==> src/rtl/iter_comparator.sv <==
// iter_comparator: multi-cycle chunked magnitude/equality compare, MSB chunk first.
// Define ITER_COMPARATOR_EARLY_EXIT_EN to stop on the first differing chunk.
module iter_comparator #(
  parameter int WIDTH = 32,
  parameter int CHUNK = 4
) (
  input  logic             clock,
  input  logic             reset,
  input  logic             ctrl_start,
  input  logic             signed_mode,
  input  logic [WIDTH-1:0] data_operandA,
  input  logic [WIDTH-1:0] data_operandB,
  output logic             busy,
  output logic             data_resultRDY,
  output logic             isEqual,
  output logic             isLessThan,
  output logic             isGreaterThan
);
  localparam int NCHUNK = WIDTH / CHUNK;
  localparam int CW = (NCHUNK > 1) ? $clog2(NCHUNK) : 1;
  localparam logic [CW-1:0] TOP = CW'(NCHUNK - 1);
  localparam logic [CHUNK-1:0] MSB = CHUNK'(1) << (CHUNK - 1);

  localparam logic [0:0] IDLE = 1'b0;
  localparam logic [0:0] RUN  = 1'b1;

`ifdef ITER_COMPARATOR_EARLY_EXIT_EN
  localparam bit EARLY = 1'b1;
`else
  localparam bit EARLY = 1'b0;
`endif

  logic [0:0]       state;
  logic [CW-1:0]    cnt;
  logic [WIDTH-1:0] a_q;
  logic [WIDTH-1:0] b_q;
  logic             sgn_q;
  logic             fixed_q;
  logic             gt_q;
  logic [CHUNK-1:0] a_c;
  logic [CHUNK-1:0] b_c;
  logic             fixed_n;
  logic             gt_n;
  logic             done;

  assign busy = (state == RUN);

  // Pick the current chunk, bias the top chunk's sign bit, fold into the decision
  always_comb begin
    a_c = a_q[int'(cnt)*CHUNK +: CHUNK];
    b_c = b_q[int'(cnt)*CHUNK +: CHUNK];
    if (sgn_q && cnt == TOP) begin
      a_c = a_c ^ MSB;
      b_c = b_c ^ MSB;
    end
    fixed_n = fixed_q;
    gt_n    = gt_q;
    if (!fixed_q && a_c != b_c) begin
      fixed_n = 1'b1;
      gt_n    = (a_c > b_c);
    end
    done = (cnt == '0) || (EARLY && fixed_n);
  end

  // Control FSM, operand capture, decision and result flags
  always_ff @(posedge clock or posedge reset) begin
    if (reset) begin
      state          <= IDLE;
      cnt            <= '0;
      a_q            <= '0;
      b_q            <= '0;
      sgn_q          <= 1'b0;
      fixed_q        <= 1'b0;
      gt_q           <= 1'b0;
      data_resultRDY <= 1'b0;
      isEqual        <= 1'b0;
      isLessThan     <= 1'b0;
      isGreaterThan  <= 1'b0;
    end else begin
      data_resultRDY <= 1'b0;
      case (state)
        IDLE: begin
          if (ctrl_start) begin
            a_q     <= data_operandA;
            b_q     <= data_operandB;
            sgn_q   <= signed_mode;
            cnt     <= TOP;
            fixed_q <= 1'b0;
            gt_q    <= 1'b0;
            state   <= RUN;
          end
        end
        RUN: begin
          fixed_q <= fixed_n;
          gt_q    <= gt_n;
          if (done) begin
            isEqual        <= !fixed_n;
            isGreaterThan  <= fixed_n && gt_n;
            isLessThan     <= fixed_n && !gt_n;
            data_resultRDY <= 1'b1;
            state          <= IDLE;
          end else begin
            cnt <= cnt - 1'b1;
          end
        end
        default: state <= IDLE;
      endcase
    end
  end
endmodule

==> config.mk <==
export PLATFORM = sky130hd
export DESIGN_NAME = iter_comparator
export DESIGN_NICKNAME = d
export VERILOG_FILES = /design/src/rtl/iter_comparator.sv
export SDC_FILE = /design/constraint.sdc
export NUM_CORES = 1
export LEC_CHECK = 0
export ABC_AREA = 1
export CAP_MARGIN = 10
export CORE_AREA = 4 4 114 83
export DETAILED_ROUTE_END_ITERATION = 16
export DIE_AREA = 0 0 118 87
export PLACE_DENSITY = 0.74
export SYNTH_ARGS = -nofsm -noshare
export SYNTH_HDL_FRONTEND = slang
export SYNTH_SLANG_ARGS = --single-unit
==> constraint.sdc <==
create_clock -name clock -period 3.17 [get_ports clock]
set_input_delay 0.7925 -clock clock [delete_from_list [all_inputs] [get_ports clock]]
set_output_delay 0.7925 -clock clock [all_outputs]
set_load 0.01 [all_outputs]
# Yosys cells after proc, flatten, opt, wreduce, memory -nomap -nowiden
# Cells that the tools add are included.
# W data, S select, Z words.
[word_totals]
ram_bits = 0
regBits = 75
latchBits = 0
output_inout_bits = 5
romBits = 0
n_memories = 0
[op_classes]
mul = 0
n_shift = 2
n_div = 0
bitwise = 3
magnitude_cmp = 1
n_reduce_logical = 11
n_addsub = 1
n_eq_ne = 4
muxes = 15
[ops]
columns = ["operator", "n"]
rows = [
  ["$shiftx A32 B6 Y4", 2],
  ["$mux W4", 2],
  ["$mux W1", 7],
  ["$mux W3", 2],
  ["$pmux W1 S2", 3],
  ["$pmux W3 S2", 1],
  ["$reduce_and A2 Y1", 3],
  ["$gt A4 B4 Y1", 1],
  ["$logic_and A1 B1 Y1", 4],
  ["$ne A2 B2 Y1 const B", 2],
  ["$ne A4 B4 Y1", 1],
  ["$eq A3 B3 Y1 const B", 1],
  ["$logic_not A1 Y1", 3],
  ["$logic_not A3 Y1", 1],
  ["$not A1 Y1", 3],
  ["$sub A3 B1 Y3 const B", 1],
]

# Longest topological paths before layout
# Gate-level depths: netlist of run 1.
[depth]
ltp_word = 8
mapped_depth = 17

# Worst setup path after synthesis of run 1
# Ideal clock, no wire load.
[synth_path]
kind = "reg-to-reg"
from = "register cnt[0]"
to = "register isLessThan"
synth_period_minus_slack_ns = 1.951
setup_time_ns = 0.116
arrival_time_ns = 1.835
n_path_buf = 2
setup_slack_ns = 1.219
required_time_ns = 3.054
stages_incl_launch_ff = 16
cell_sequence = "dfrtp_1 -> buf_6 -> inv_4 -> buf_6 -> nand2_1 -> nand3_1 -> nand3_1 -> nand3_1 -> nand2_1 -> ha_1 -> nand2_1 -> nor2_2 -> o21ai_0 -> nand2_1 -> nand2_1 -> nand2_1"
[synth_between]
elab_chain_cells = 8
elab_cells_between_ends = 17
[synth_rtl]
columns = ["item", "line", "text"]
rows = [
  ["start: declaration", "34", "logic [CW-1:0] cnt;"],
  ["start signal: assignment", "103", "cnt <= cnt - 1'b1;"],
  ["parallel branches: the longest is 8 deep, another holds $gt A4 B4 Y1", "--", ""],
  ["end signal: assignment", "99", "isLessThan <= fixed_n && !gt_n;"],
  ["end: declaration", "16", "output logic isLessThan,"],
]
# Several ways; the timed one is not identified.
# A chain may end at the register's enable or synchronous reset.

# Worst setup path in the final report of run 1
[layout_path]
from = "register cnt[1]"
to = "register isLessThan"
# Same word-level chain as after synthesis.

==> results_dict.tcl, run 1 <==
set metrics [dict create \
    status "completed" \
    arrival_ps 2830 \
    clkSlewWorstSetupHoldPaths_ps 60 \
    fin_crit_sh_pct 82.4 \
    cp_num_cells 12 \
    antenna_left 0 \
    synth_seq_cells 75 \
    timing.critical_path.buf_inv 1 \
    syn_area_per_cell_um2 7.94 \
    switchingPower_w 0.00176 \
    yosys.area_share.simple_pct 25.3 \
    slowest_delay_ps 860 \
    clock_skew_ps 4.03 \
    cp.required_ps 3390 \
    synth_nets 538 \
    num_antenna_cells 0 \
    gp_congestion 0.902 \
    die_x_um 118 \
    cts_sinks 75 \
    synth_cell_types 25 \
    muxShareOfSynthArea_pct 0 \
    drv_slew 0 \
    final_hold_viol_count 0 \
    nets 600 \
    synth_edf_count 0 \
    finalSetupViolations 0 \
    syn_inst 463 \
    r2r_slack_ps 560 \
    rsz0062_at_grt "no" \
    reg2reg_depth 12 \
    yosysTopAreaCell "dfrtp_1" \
    crit_start "cnt[1]$_DFFE_PP0P_" \
    hold_path.class "reg -> reg" \
    finalWorstSetupSlack_ps 559 \
    post_cts_buffers 0 \
    cts_hold_buf 0 \
    setup-tns-final_ps 0 \
    setup.worst_path.end "isLessThan$_DFFE_PP0P_" \
    cts_tree "done" \
    clk_latency_ps 340 \
    reg2reg_from "cnt[1]$_DFFE_PP0P_" \
    yosys.area.top_type_share_pct 51.0 \
    row_count 28 \
    crit_chain "inv_2 -> nand3_1 -> nand3_1 -> nand3_1 -> nand2_1 -> ha_1 -> nand2_1 -> nor2_2 -> o21ai_0 -> nand2_1 -> nand2_1 -> nand2_1" \
    gr-usage-all-layers_pct 18.4 \
    hold_depth 2 \
    root_buffer "clkbuf_16" \
    synth_common_cells "190 x nand2_1, 75 x dfrtp_1, 36 x inv_1, 36 x o21ai_0" \
    critPathMaxFanout 27 \
    fin_util_pct 56.5 \
    grt_pass1_wl_mm 15.1 \
    drt_iter0_drc 228 \
    timing.fmax_mhz 383 \
    r2r_end "isLessThan$_DFFE_PP0P_" \
    ys_seq_area_share_pct 51.0 \
    max_slew_margin_pct 46.3 \
    final.min_clock_period_ps 2610 \
    grt_max_degree 69 \
    drive_above_1_share_pct 6.98 \
    pre_cts_slack_ps 591 \
    die-area_um2 10300 \
    synth_fa_ha_area_share_pct 2.38 \
    cts_resized 0 \
    pwr-share-clk_pct 23.0 \
    wl_mm 8.68 \
    async_flop_share_pct 100 \
    startpoint_type "flip-flop" \
    grt_pass1_vias 3201 \
    numPortBuffers 72 \
    ctsHtreeMaxLevel 3 \
    cpMostUsedCell "nand2_1" \
    area_growth_pct 28.0 \
    power_frac_seq_pct 37.5 \
    fin_area_um2 4710 \
    endpoint_kind "flip-flop" \
    p_per_area_nw_per_um2 965 \
    wl_per_cell_um 13.7 \
    critPathKind "reg -> reg" \
    yosys-top-cells-area "dfrtp_1 51%, nand2_1 19%, o21ai_0 4.9%" \
    synth.most_common_cell "nand2_1" \
    gr-total-overflow 0 \
    synth_top_family_by_area "simple AND/OR/NAND/NOR gates" \
    drc 0 \
    placed_cell_area_um2 4400 \
    cts-buffers-inserted 9 \
    dp_hpwl_mm 6.14 \
    netlist_area_um2 3680 \
    ir_drop_mv 0.426 \
    dr.pass1.iters 4 \
    instances_no_fill 635 \
    synth-warning-count 0 \
    drt-vias-per-instance 4.83 \
    antenna_found_initial 0 \
    cts.path.max_buffers 2 \
    cp_top_family "flip-flops" \
    synth_compound_area_share_pct 11.8 \
    worst_pin_slew_ps 806 \
    die_h_um 87 \
    fillers 787 \
    vias 3070 \
    p_int_w 0.00278 \
    power.leakage_nw 2.32 \
    place_inst 619 \
    cap_viol_max_count 0 \
    critPathSlowestCell "dfrtp_1" \
    combinationalPowerShare_pct 39.5 \
    start_util_pct 44.1 \
    io_pins 73 \
    synthFlopType "dfrtp_1" \
    core_um2 8340 \
    yosys.area_share.xor_xnor_pct 0 \
    p_sw_share_pct 38.7 \
]
==> final cells by class <==
cell class / instances / area [µm²] / share of cell area [%]
Multi-Input combinational cell: 321 / 1450 / 30.8
Clock inverter: 5 / 60.1 / 1.28
Clock buffer: 11 / 253 / 5.37
Sequential cell: 75 / 1880 / 39.9
Tap cell: 105 / 131 / 2.79
Inverter: 42 / 160 / 3.40
Timing Repair Buffer: 76 / 776 / 16.5
==> power by group through the flow <==
| stage | clock network [W] | logic, W | registers, W |
|---|---|---|---|
| 2_1_floorplan | 0 | 0.00147 | 0.00157 |
| 3_3_place_gp | 0 | 0.00170 | 0.00170 |
| 3_5_place_dp | 0 | 0.00179 | 0.00171 |
| 4_1_cts | 0.00107 | 0.00181 | 0.00170 |
| 5_1_grt | 0.00111 | 0.00209 | 0.00176 |
| 6_report | 0.00104 | 0.00179 | 0.00170 |
==> logic make-up (layout without fill, tap and decap cells) <==
family,count (synthesis),in the layout
and+or+nand+nor,238,238
AOI/OAI and AO/OA,76,76
buffers and inverters,67,134
adders and majority gates,7,7
DFF,75,75
==> per-layer routing <==
metal	track usage [%]	part of all wire [%]
met5	0	0
met1	24.3	48
met3	6.43	5.4
met4	5.00	1.3
met2	29.2	45
==> registers in the layout, indices dropped and copies added, names as in the netlist <==
signal          cells
isEqual             1
isGreaterThan       1
data_resultRDY      1
busy                1
b_q                32
a_q                32
fixed_q             1
isLessThan          1
gt_q                1
sgn_q               1
cnt                 3
==> worst min path at each step <==
stage,startpoint,end
global placement,a_q[10]$_DFFE_PP0P_,a_q[10]$_DFFE_PP0P_
floorplan,a_q[0]$_DFFE_PP0P_,a_q[0]$_DFFE_PP0P_
finish,b_q[8]$_DFFE_PP0P_,b_q[8]$_DFFE_PP0P_
global route,a_q[10]$_DFFE_PP0P_,a_q[10]$_DFFE_PP0P_
CTS,b_q[8]$_DFFE_PP0P_,b_q[8]$_DFFE_PP0P_
detailed placement,b_q[8]$_DFFE_PP0P_,b_q[8]$_DFFE_PP0P_
==> cells in the final DEF, fill, tap and decap left out <==
cell type        instances
or2_1                    1
a21oi_2                  1
dfrtp_1                 75
o21ai_2                  5
clkbuf_16                9
bufinv_16                1
o22ai_2                  1
nand3_1                 22
clkinv_2                 1
inv_2                    6
nand2_2                  1
inv_4                    1
nor2_1                  22
o21ai_0                 36
clkinvlp_4               1
clkdlybuf4s50_1         72
a22oi_1                  1
o21ai_1                 14
ha_1                     7
nand2_1                190
inv_1                   35
o22ai_1                  2
o211ai_1                 7
buf_4                    2
nor2_2                   1
clkinv_4                 1
inv_6                    1
clkbuf_8                 2
buf_12                   2
or2_2                    1
a21oi_1                  9
==> metrics by stage <==
step	hold WS (ps)	power [W]
3_5_place_dp	461	0.00350
6_report	472	0.00454
4_1_cts	478	0.00458
2_1_floorplan	444	0.00304
5_1_grt	498	0.00496
3_3_place_gp	464	0.00340
==> worst reg2reg max path: stages (launching register included) <==
cell,delay [ps]
dfrtp_1,860
inv_2,230
nand3_1,160
nand3_1,100
nand3_1,100
nand2_1,60
ha_1,320
nand2_1,110
nor2_2,80
o21ai_0,270
nand2_1,90
nand2_1,90
nand2_1,50
(Power assumes the default switching activity.)
==> run 2, diff against run 1 <==
--- a/config.mk
+++ b/config.mk
@@ -10,7 +10,7 @@
 export CORE_AREA = 4 4 114 83
 export DETAILED_ROUTE_END_ITERATION = 16
 export DIE_AREA = 0 0 118 87
-export PLACE_DENSITY = 0.74
+export PLACE_DENSITY = 0.77
 export SYNTH_ARGS = -nofsm -noshare
 export SYNTH_HDL_FRONTEND = slang
 export SYNTH_SLANG_ARGS = --single-unit
==> constraint.sdc (replaced) <==
create_clock -name clock -period 2.4 [get_ports clock]
set_input_delay 0.6 -clock clock [delete_from_list [all_inputs] [get_ports clock]]
set_output_delay 0.6 -clock clock [all_outputs]
set_load 0.01 [all_outputs]
==> run 2 against run 1 <==
Count of clock-buffer cells in the layout up 1; core utilization up 1.1 points; critical path type unchanged; highest routed layer unchanged; largest power group unchanged; flip-flop and latch count unchanged; largest cell class unchanged; critical endpoint unchanged; setup slack worse by 380 ps; wire length down 1.8%.
==> results_dict.tcl, run 2 (synthesized netlist as in run 1, its figures left out) <==
set metrics [dict create \
    clk_latency_ps 330 \
    setup-tns-final_ps 0 \
    met1_usage_pct 23.6 \
    numPortBuffers 72 \
    cts_sinks 75 \
    ctsHtreeMaxLevel 3 \
    grt_busiest_layer "met2" \
    vias 3094 \
    nets 605 \
    crit_chain "buf_4 -> ha_1 -> nand3_1 -> inv_1 -> nand2_1 -> nand2_1 -> ha_1 -> nand2_1 -> nor2_4 -> o21ai_0 -> nand2_1 -> nand2_1 -> nand2_1" \
    slowest_delay_ps 430 \
    endpoint_kind "flip-flop" \
    hold_path.class "reg -> reg" \
    cts-buffers-inserted 9 \
    placed_cell_area_um2 4450 \
    p_per_area_nw_per_um2 1300 \
    power.leakage_nw 2.36 \
    gr-usage-all-layers_pct 18.3 \
    gp_congestion 0.800 \
    mostFrequentLayoutCells "190 x nand2_1, 75 x dfrtp_1, 72 x clkdlybuf4s50_1" \
    dr.pass1.iters 5 \
    cts_tree "done" \
    drv_slew 0 \
    setup.worst_path.end "isLessThan$_DFFE_PP0P_" \
    antenna_left 0 \
    r2r_slack_ps 170 \
    num_antenna_cells 0 \
    die-area_um2 10300 \
    clkSlewWorstSetupHoldPaths_ps 60 \
    antenna_found_initial 0 \
    reg2reg_from "cnt[0]$_DFFE_PP0P_" \
    critPathMaxFanout 9 \
    final_hold_viol_count 0 \
    cts_hold_buf 0 \
    place_inst 624 \
    start_util_pct 44.1 \
    cpMostUsedCell "nand2_1" \
    fin_crit_sh_pct 92.7 \
    met2_usage_pct 29.3 \
    area_growth_pct 30.5 \
    cts_resized 0 \
    io_pins 73 \
    grt_pass1_vias 3222 \
    reg2reg_depth 13 \
    top_regs "a_q (32), b_q (32), cnt (3)" \
    worst_pin_slew_ps 432 \
    mostFrequentLayoutCell "nand2_1" \
    wl_per_cell_um 13.3 \
    gr-total-overflow 0 \
    status "completed" \
    cp.required_ps 2630 \
    wl_mm 8.53 \
    crit_start "cnt[0]$_DFFE_PP0P_" \
    clock_skew_ps 4.19 \
    fin_area_um2 4800 \
    dp_hpwl_mm 6.17 \
    drive_above_1_share_pct 7.48 \
    r2r_end "isLessThan$_DFFE_PP0P_" \
    startpoint_type "flip-flop" \
    die_h_um 87 \
    core_um2 8340 \
    gr-usage-met3_pct 6.82 \
    rsz0062_at_grt "no" \
    row_count 28 \
    timing.fmax_mhz 449 \
    instances_no_fill 640 \
    grt_max_degree 76 \
    critPathKind "reg -> reg" \
    post_cts_buffers 0 \
    final.min_clock_period_ps 2230 \
    die_x_um 118 \
    drc 0 \
    drt-vias-per-instance 4.83 \
    critPathSlowestCell "dfrtp_1" \
    cap_viol_max_count 0 \
    arrival_ps 2460 \
    finalSetupViolations 0 \
    drt_iter0_drc 177 \
    ir_drop_mv 0.504 \
    fin_util_pct 57.6 \
    cts.path.max_buffers 2 \
    root_buffer "clkbuf_16" \
    grt_pass1_wl_mm 15.0 \
    max_slew_margin_pct 71.2 \
]
## run 2: cell types whose count changed in the layout (fill, tap and decap cells not counted)
cell,before,now
buf_6,0,1
clkinvlp_4,1,2
clkinv_4,1,0
buf_4,2,5
clkbuf_8,2,1
nor2_4,0,1
inv_2,6,5
nor2_2,1,0
inv_6,1,0
clkbuf_1,0,2
buf_12,2,3
clkinv_2,1,0
bufinv_16,1,3
## run 2: area by class of cell
type	count	area, µm²
Clock buffer	12	246
Multi-Input combinational cell	321	1460
Sequential cell	75	1880
Timing Repair Buffer	81	830
Fill cell	744	3540
Tap cell	105	131
Clock inverter	4	97.6
Inverter	42	164
## run 2: metrics by stage
stage	setup WS, ps	total power, W	hold slack (ps)
6_report	174	0.00625	477
5_1_grt	5.44	0.00683	499
4_1_cts	146	0.00626	480
3_5_place_dp	163	0.00467	465
3_3_place_gp	292	0.00457	460
2_1_floorplan	449	0.00402	444
## run 2: worst min path at each step
| stage | startpoint | to | slack, ps | cells past startpoint |
|---|---|---|---|---|
| final | b_q[2]$_DFFE_PP0P_ | b_q[2]$_DFFE_PP0P_ | 480 | 2 |
| after global routing | a_q[24]$_DFFE_PP0P_ | a_q[24]$_DFFE_PP0P_ | 500 | 2 |
| after CTS | a_q[9]$_DFFE_PP0P_ | a_q[9]$_DFFE_PP0P_ | 480 | 2 |
| after detailed placement | a_q[9]$_DFFE_PP0P_ | a_q[9]$_DFFE_PP0P_ | 460 | 2 |
| after global placement | a_q[9]$_DFFE_PP0P_ | a_q[9]$_DFFE_PP0P_ | 460 | 2 |
| after floorplan | a_q[0]$_DFFE_PP0P_ | a_q[0]$_DFFE_PP0P_ | 440 | 2 |
## run 2: routing by layer
metal | wire, µm | vias up
met2 | 3930 | 90
met5 | 0 | -
li1 | - | 1589
met4 | 114 | 0
met1 | 3930 | 1401
met3 | 547 | 14
## run 2: worst max-delay path: cells and delay by family, from the launching register on
family                   cells  cell delay [ps]
AND/OR/NAND/NOR              8              640
adder cells (fa/ha/maj)      2              510
flip-flops                   1              430
AO/OA/AOI/OAI                1              270
buffers and inverters        2              270
## run 2: where the power goes
part / switching [W] / internal (W)
clock network: 0.000507 / 0.00104
logic: 0.00148 / 0.00102
registers: 0.000344 / 0.00185
==> run 3, diff against run 2 <==
--- a/config.mk
+++ b/config.mk
@@ -6,11 +6,10 @@
 export NUM_CORES = 1
 export LEC_CHECK = 0
 export ABC_AREA = 1
-export CAP_MARGIN = 10
 export CORE_AREA = 4 4 114 83
 export DETAILED_ROUTE_END_ITERATION = 16
 export DIE_AREA = 0 0 118 87
-export PLACE_DENSITY = 0.77
+export PLACE_DENSITY_LB_ADDON = 0.2
 export SYNTH_ARGS = -nofsm -noshare
 export SYNTH_HDL_FRONTEND = slang
 export SYNTH_SLANG_ARGS = --single-unit
==> run 3 against run 2 <==
Final area decreased by 0.44%; total power decreased by 2.4%; via count increased by 1.9%; core utilization decreased by 0.26 points; largest cell class unchanged; largest power group unchanged.
==> results_dict.tcl, run 3 (synthesized netlist as in run 1, its figures left out) <==
set metrics [dict create \
    clk_latency_ps 340 \
    drv_slew 0 \
    antenna_found_initial 0 \
    final.min_clock_period_ps 2200 \
    io_pins 73 \
    cts_hold_buf 0 \
    setup-tns-final_ps 0 \
    endpoint_kind "flip-flop" \
    cts_resized 0 \
    num_antenna_cells 0 \
    startpoint_type "flip-flop" \
    mostFrequentLayoutCells "190 x nand2_1, 75 x dfrtp_1, 72 x clkdlybuf4s50_1" \
    timing.critical_path.buf_inv 2 \
    finalWorstSetupSlack_ps 197 \
    antenna_left 0 \
    cp_top_family "simple AND/OR/NAND/NOR gates" \
    cts.path.max_buffers 2 \
    mostFrequentLayoutCell "nand2_1" \
    grt_pass1_wl_mm 15.1 \
    hold_ws_ps 477 \
    crit_chain "buf_4 -> ha_1 -> nand3_1 -> inv_1 -> nand3_1 -> nand2_1 -> ha_1 -> nand2_1 -> nor2_2 -> o21ai_0 -> nand2_1 -> nand2_1 -> nand2_1" \
    critPathSlowestCell "dfrtp_1" \
    gr-total-overflow 0 \
    vias 3153 \
    drive_above_1_share_pct 7.66 \
    post_cts_buffers 0 \
    grt_pass1_vias 3215 \
    die-area_um2 10300 \
    max_slew_margin_pct 73.4 \
    gp_congestion 0.824 \
    cts_sinks 75 \
    die_h_um 87 \
    critPathKind "reg -> reg" \
    wl_mm 8.54 \
    fin_crit_sh_pct 91.8 \
    clock_skew_ps 5.62 \
    drc 0 \
    worst_pin_slew_ps 399 \
    start_util_pct 44.1 \
    drt-vias-per-instance 4.93 \
    timing.fmax_mhz 454 \
    p_per_area_nw_per_um2 1280 \
    area_growth_pct 30.0 \
    dp_hpwl_mm 6.10 \
    cp.required_ps 2630 \
    drt_iter0_drc 144 \
    arrival_ps 2430 \
    wl_per_cell_um 13.3 \
    top_regs "a_q (32), b_q (32), cnt (3)" \
    ir_drop_mv 0.584 \
    cpMostUsedCell "nand2_1" \
    ctsHtreeMaxLevel 3 \
    cts_tree "done" \
    power.leakage_nw 2.35 \
    numPortBuffers 72 \
    die_x_um 118 \
    gr-usage-all-layers_pct 18.4 \
    critPathMaxFanout 9 \
    fin_util_pct 57.3 \
    final_hold_viol_count 0 \
    cap_viol_max_count 0 \
    nets 605 \
    finalSetupViolations 0 \
    slowest_delay_ps 440 \
    core_um2 8340 \
    cts-buffers-inserted 9 \
    pre_cts_slack_ps 223 \
    hold_path.class "reg -> reg" \
    clkSlewWorstSetupHoldPaths_ps 60 \
    row_count 28 \
    root_buffer "clkbuf_16" \
    grt_max_degree 76 \
    dr.pass1.iters 5 \
    rsz0062_at_grt "no" \
    status "completed" \
]
-- run 3: changes by cell type in the layout (fill, tap and decap cells not counted) --
cell,delta
buf_6,-1
clkinv_2,+1
nor2_4,-1
clkbuf_1,-1
bufinv_16,-1
clkinv_4,+2
clkbuf_8,-1
nor2_2,+1
buf_12,+1
-- run 3: cell type report --
class                           instances  area, µm²
Clock inverter                          6       90.1
Sequential cell                        75       1880
Timing Repair Buffer                   81        838
Multi-Input combinational cell        321       1450
Tap cell                              105        131
Clock buffer                           10        229
Inverter                               42        164
Fill cell                             813       3560
-- run 3: worst register-to-register path, cell delays in order (launching register included) --
cell and delay (ps):
dfrtp_1 440, buf_4 200, ha_1 190, nand3_1 120, inv_1 70, nand3_1 80, nand2_1 60, ha_1 290
nand2_1 100, nor2_2 70, o21ai_0 280, nand2_1 90, nand2_1 70, nand2_1 40
-- run 3: final timing paths --
check                               startpoint                      to  slack (ps)  cells after the start
setup / recovery            cnt[0]$_DFFE_PP0P_  isLessThan$_DFFE_PP0P_         200                     13
max in group asynchronous                reset     isEqual$_DFFE_PP0P_        1370                      3
setup reg to reg            cnt[0]$_DFFE_PP0P_  isLessThan$_DFFE_PP0P_         200                     13
hold reg to reg            b_q[10]$_DFFE_PP0P_     b_q[10]$_DFFE_PP0P_         480                      2
hold / removal             b_q[10]$_DFFE_PP0P_     b_q[10]$_DFFE_PP0P_         480                      2
min in group asynchronous                reset      b_q[5]$_DFFE_PP0P_         710                      3
-- run 3: through the flow --
| step | cell area (µm²) | cells | power [W] |
|---|---|---|---|
| CTS | 4780 | 640 | 0.00617 |
| global placement | 4460 | 624 | 0.00461 |
| finish | 4780 | 640 | 0.00610 |
| detailed placement | 4460 | 624 | 0.00469 |
| floorplan | 3680 | 463 | 0.00402 |
| global route | 4780 | 640 | 0.00667 |
-- run 3: where the power goes --
part	leakage [nW]	internal (W)	total [W]	switching, W
Sequential	0.920	0.00185	0.00220	0.000343
Clock	0.153	0.000911	0.00144	0.000525
Combinational	1.28	0.00102	0.00247	0.00145
-- run 3: per-layer routing --
metal / global-route usage (%) / wire length, µm / up-vias
met5: 0 / 0 / -
met4: 6.49 / 103 / 0
met3: 5.39 / 384 / 12
met2: 29.7 / 3990 / 72
met1: 24.1 / 4060 / 1483
li1: - / - / 1586
==> variant, RTL diff (flow settings as in run 2) <==
Add an input register stage for `signed_mode`; this delays it by one clock. The other inputs are not delayed to match.
--- a/src/rtl/iter_comparator.sv
+++ b/src/rtl/iter_comparator.sv
@@ -24,4 +24,10 @@
   localparam logic [0:0] IDLE = 1'b0;
   localparam logic [0:0] RUN  = 1'b1;
+
+  logic signed_mode_q;
+
+  always_ff @(posedge clock) begin
+    signed_mode_q <= signed_mode;
+  end
 
 `ifdef ITER_COMPARATOR_EARLY_EXIT_EN
@@ -84,5 +90,5 @@
             a_q     <= data_operandA;
             b_q     <= data_operandB;
-            sgn_q   <= signed_mode;
+            sgn_q   <= signed_mode_q;
             cnt     <= TOP;
             fixed_q <= 1'b0;
Behaviour: not the same (Yosys sat finds a counterexample within 10 cycles, from zero or initial values and one cycle with reset high).
==> variant against run 2 <==
Setup slack gained 0.014 ns. Area after synthesis is 0.54% higher. Wire length up 1.4%. Sequential power is essentially flat. Fmax grew 0.61%. Clock power fell by 23%. Final area fell by 1.1%. Clock skew about the same. Sequential cell count increased by 1. Power fell by 4.6%. Die area unchanged. Critical endpoint unchanged. Largest cell class unchanged.
==> variant: results <==
group,metric,value,unit
outcome,status,"complete, no violations",
route,wl,8650,um
route,vias,3155,
clock_tree,cts_buffer_depth,2,
synthesis,ys_seq_area_share,51.3,%
cells_and_area,drive_gt1_share,7.26,%
worst_setup_path,r2r_end,"isLessThan",
hold_path,min_path_type,"reg -> reg",
place,portBuffers,72,
worst_setup_path,reg2reg_depth,14,
hold_path,holdCritStartpoint,"signed_mode_q",
worst_setup_path,arrival,2.43,ns
sta,skew,0.00464,ns
route,dr.pass1.iters,4,
cells_and_area,fillCellCount,790,
power,irDropWorstVdd,0.550,mV
place,hpwlAfterDp,6210,um
synthesis,synth_warnings,0,
cells_and_area,reg_top3,"a_q (32), b_q (32), cnt (3)",
synthesis,synthArstFlopShare,98.7,%
grt,antenna_found_initial,0,
clock_tree,cts_root_buf,"clkbuf_16",
clock_tree,cts_made_buffers,9,
worst_setup_path,reg2reg_from,"cnt[0]",
clock_tree,insertion_delay,0.33,ns
worst_setup_path,crit_fanout,9,
sta,finalMaxSlewViolations,0,
sta,relSlewSlack,72.9,%
clock_tree,htreeDepth,3,
synthesis,yosysUniqueCellTypes,26,
grt,grt_pass1_vias,3062,
clock_tree,clkTransAtPathRegs,0.05,ns
grt,grt_max_degree,76,
hold_path,holdPathStages,2,
place,routabilityCongestion,0.875,
hold_path,holdPathEnd,"sgn_q",
synthesis,synthTopCellsByArea,"dfrtp_1 (51%), nand2_1 (19%), o21ai_0 (4.9%)",
cells_and_area,antenna_cells,0,
grt,track_usage,17.7,%
worst_setup_path,ff2ff_setup_slack,0.19,ns
synthesis,syn_nets,539,
cells_and_area,final_nets,607,
synthesis,synth_common_cells,"nand2_1 (190), dfrtp_1 (75), inv_1 (36), o21ai_0 (36)",
grt,grt_pass1_wl,14600,um
route,drt_iter0_drc,181,
power,leakage,0.00234,uW
variant: changes by cell type after synthesis:
cell     delta
dfxtp_1     +1
variant: where the power goes:
group	leakage (uW)	switching [uW]	internal, uW
logic	0.00128	1520	1040
registers	0.000928	326	1870
clock network	0.000131	478	725
total	0.00234	2320	3640
variant: cell families (layout without fill, tap and decap cells):
| family | after synthesis | count (layout) | share of synthesized area (%) |
|---|---|---|---|
| buffers and inverters | 67 | 140 | 9.47 |
| DFF | 76 | 76 | 51.3 |
| adders and majority gates | 7 | 7 | 2.37 |
| AOI/OAI and AO/OA | 76 | 76 | 11.7 |
| and+or+nand+nor | 238 | 238 | 25.2 |
variant: worst max path at each step:
stage                      end  slack, ns  cells after the start  startpoint
floorplan           isLessThan       0.45                     15      cnt[0]
global placement    isLessThan       0.28                     13      cnt[0]
detailed placement  isLessThan       0.18                     14      cnt[0]
CTS                 isLessThan       0.17                     14      cnt[0]
global route        isLessThan     -0.004                     14      cnt[0]
finish              isLessThan       0.19                     14      cnt[0]
variant: critical path, cell delays in order (launching register included):
cell	delay (ns)
dfrtp_1	0.46
buf_4	0.20
ha_1	0.20
nand3_1	0.11
inv_1	0.07
nand3_1	0.08
nand2_1	0.06
ha_1	0.29
nand2_1	0.10
nor2_4	0.17
nor2_1	0.06
nand3_1	0.10
nand2_1	0.06
nand2_1	0.06
nand2_1	0.05
variant: layout make-up:
cell class,instances,area share (%)
inverters,42,3.50
repair buffers,82,17.5
clock buffers,14,5.35
well taps,105,2.77
clock inverters,2,0.211
multi-input cells,321,30.7
flip-flops and latches,76,39.9
variant: metal layers:
layer / share of wire (%) / vias to the layer above / global-route usage, % / wire (um)
met3: 5.9 / 14 / 5.58 / 510
met2: 45 / 89 / 27.9 / 3910
li1: - / 1589 / - / -
met5: 0 / - / 0 / 0
met4: 1.7 / 0 / 5.85 / 151
met1: 47 / 1463 / 23.6 / 4070
variant: repair_timing:
item	CTS	global route
hold buffers	0	0
resized for setup	0	3
setup endpoints to repair	0	1
buffers inserted	0	0
variant: stage by stage:
stage	worst slack, ns	TNS (ns)	cells	instance area (um^2)	hold slack (ns)
2_1_floorplan	0.449	0	464	3700	0.402
3_3_place_gp	0.278	0	626	4480	0.414
3_5_place_dp	0.183	0	626	4480	0.426
4_1_cts	0.167	0	642	4740	0.439
5_1_grt	-0.00386	-0.00386	642	4750	0.453
6_report	0.188	0	642	4750	0.444
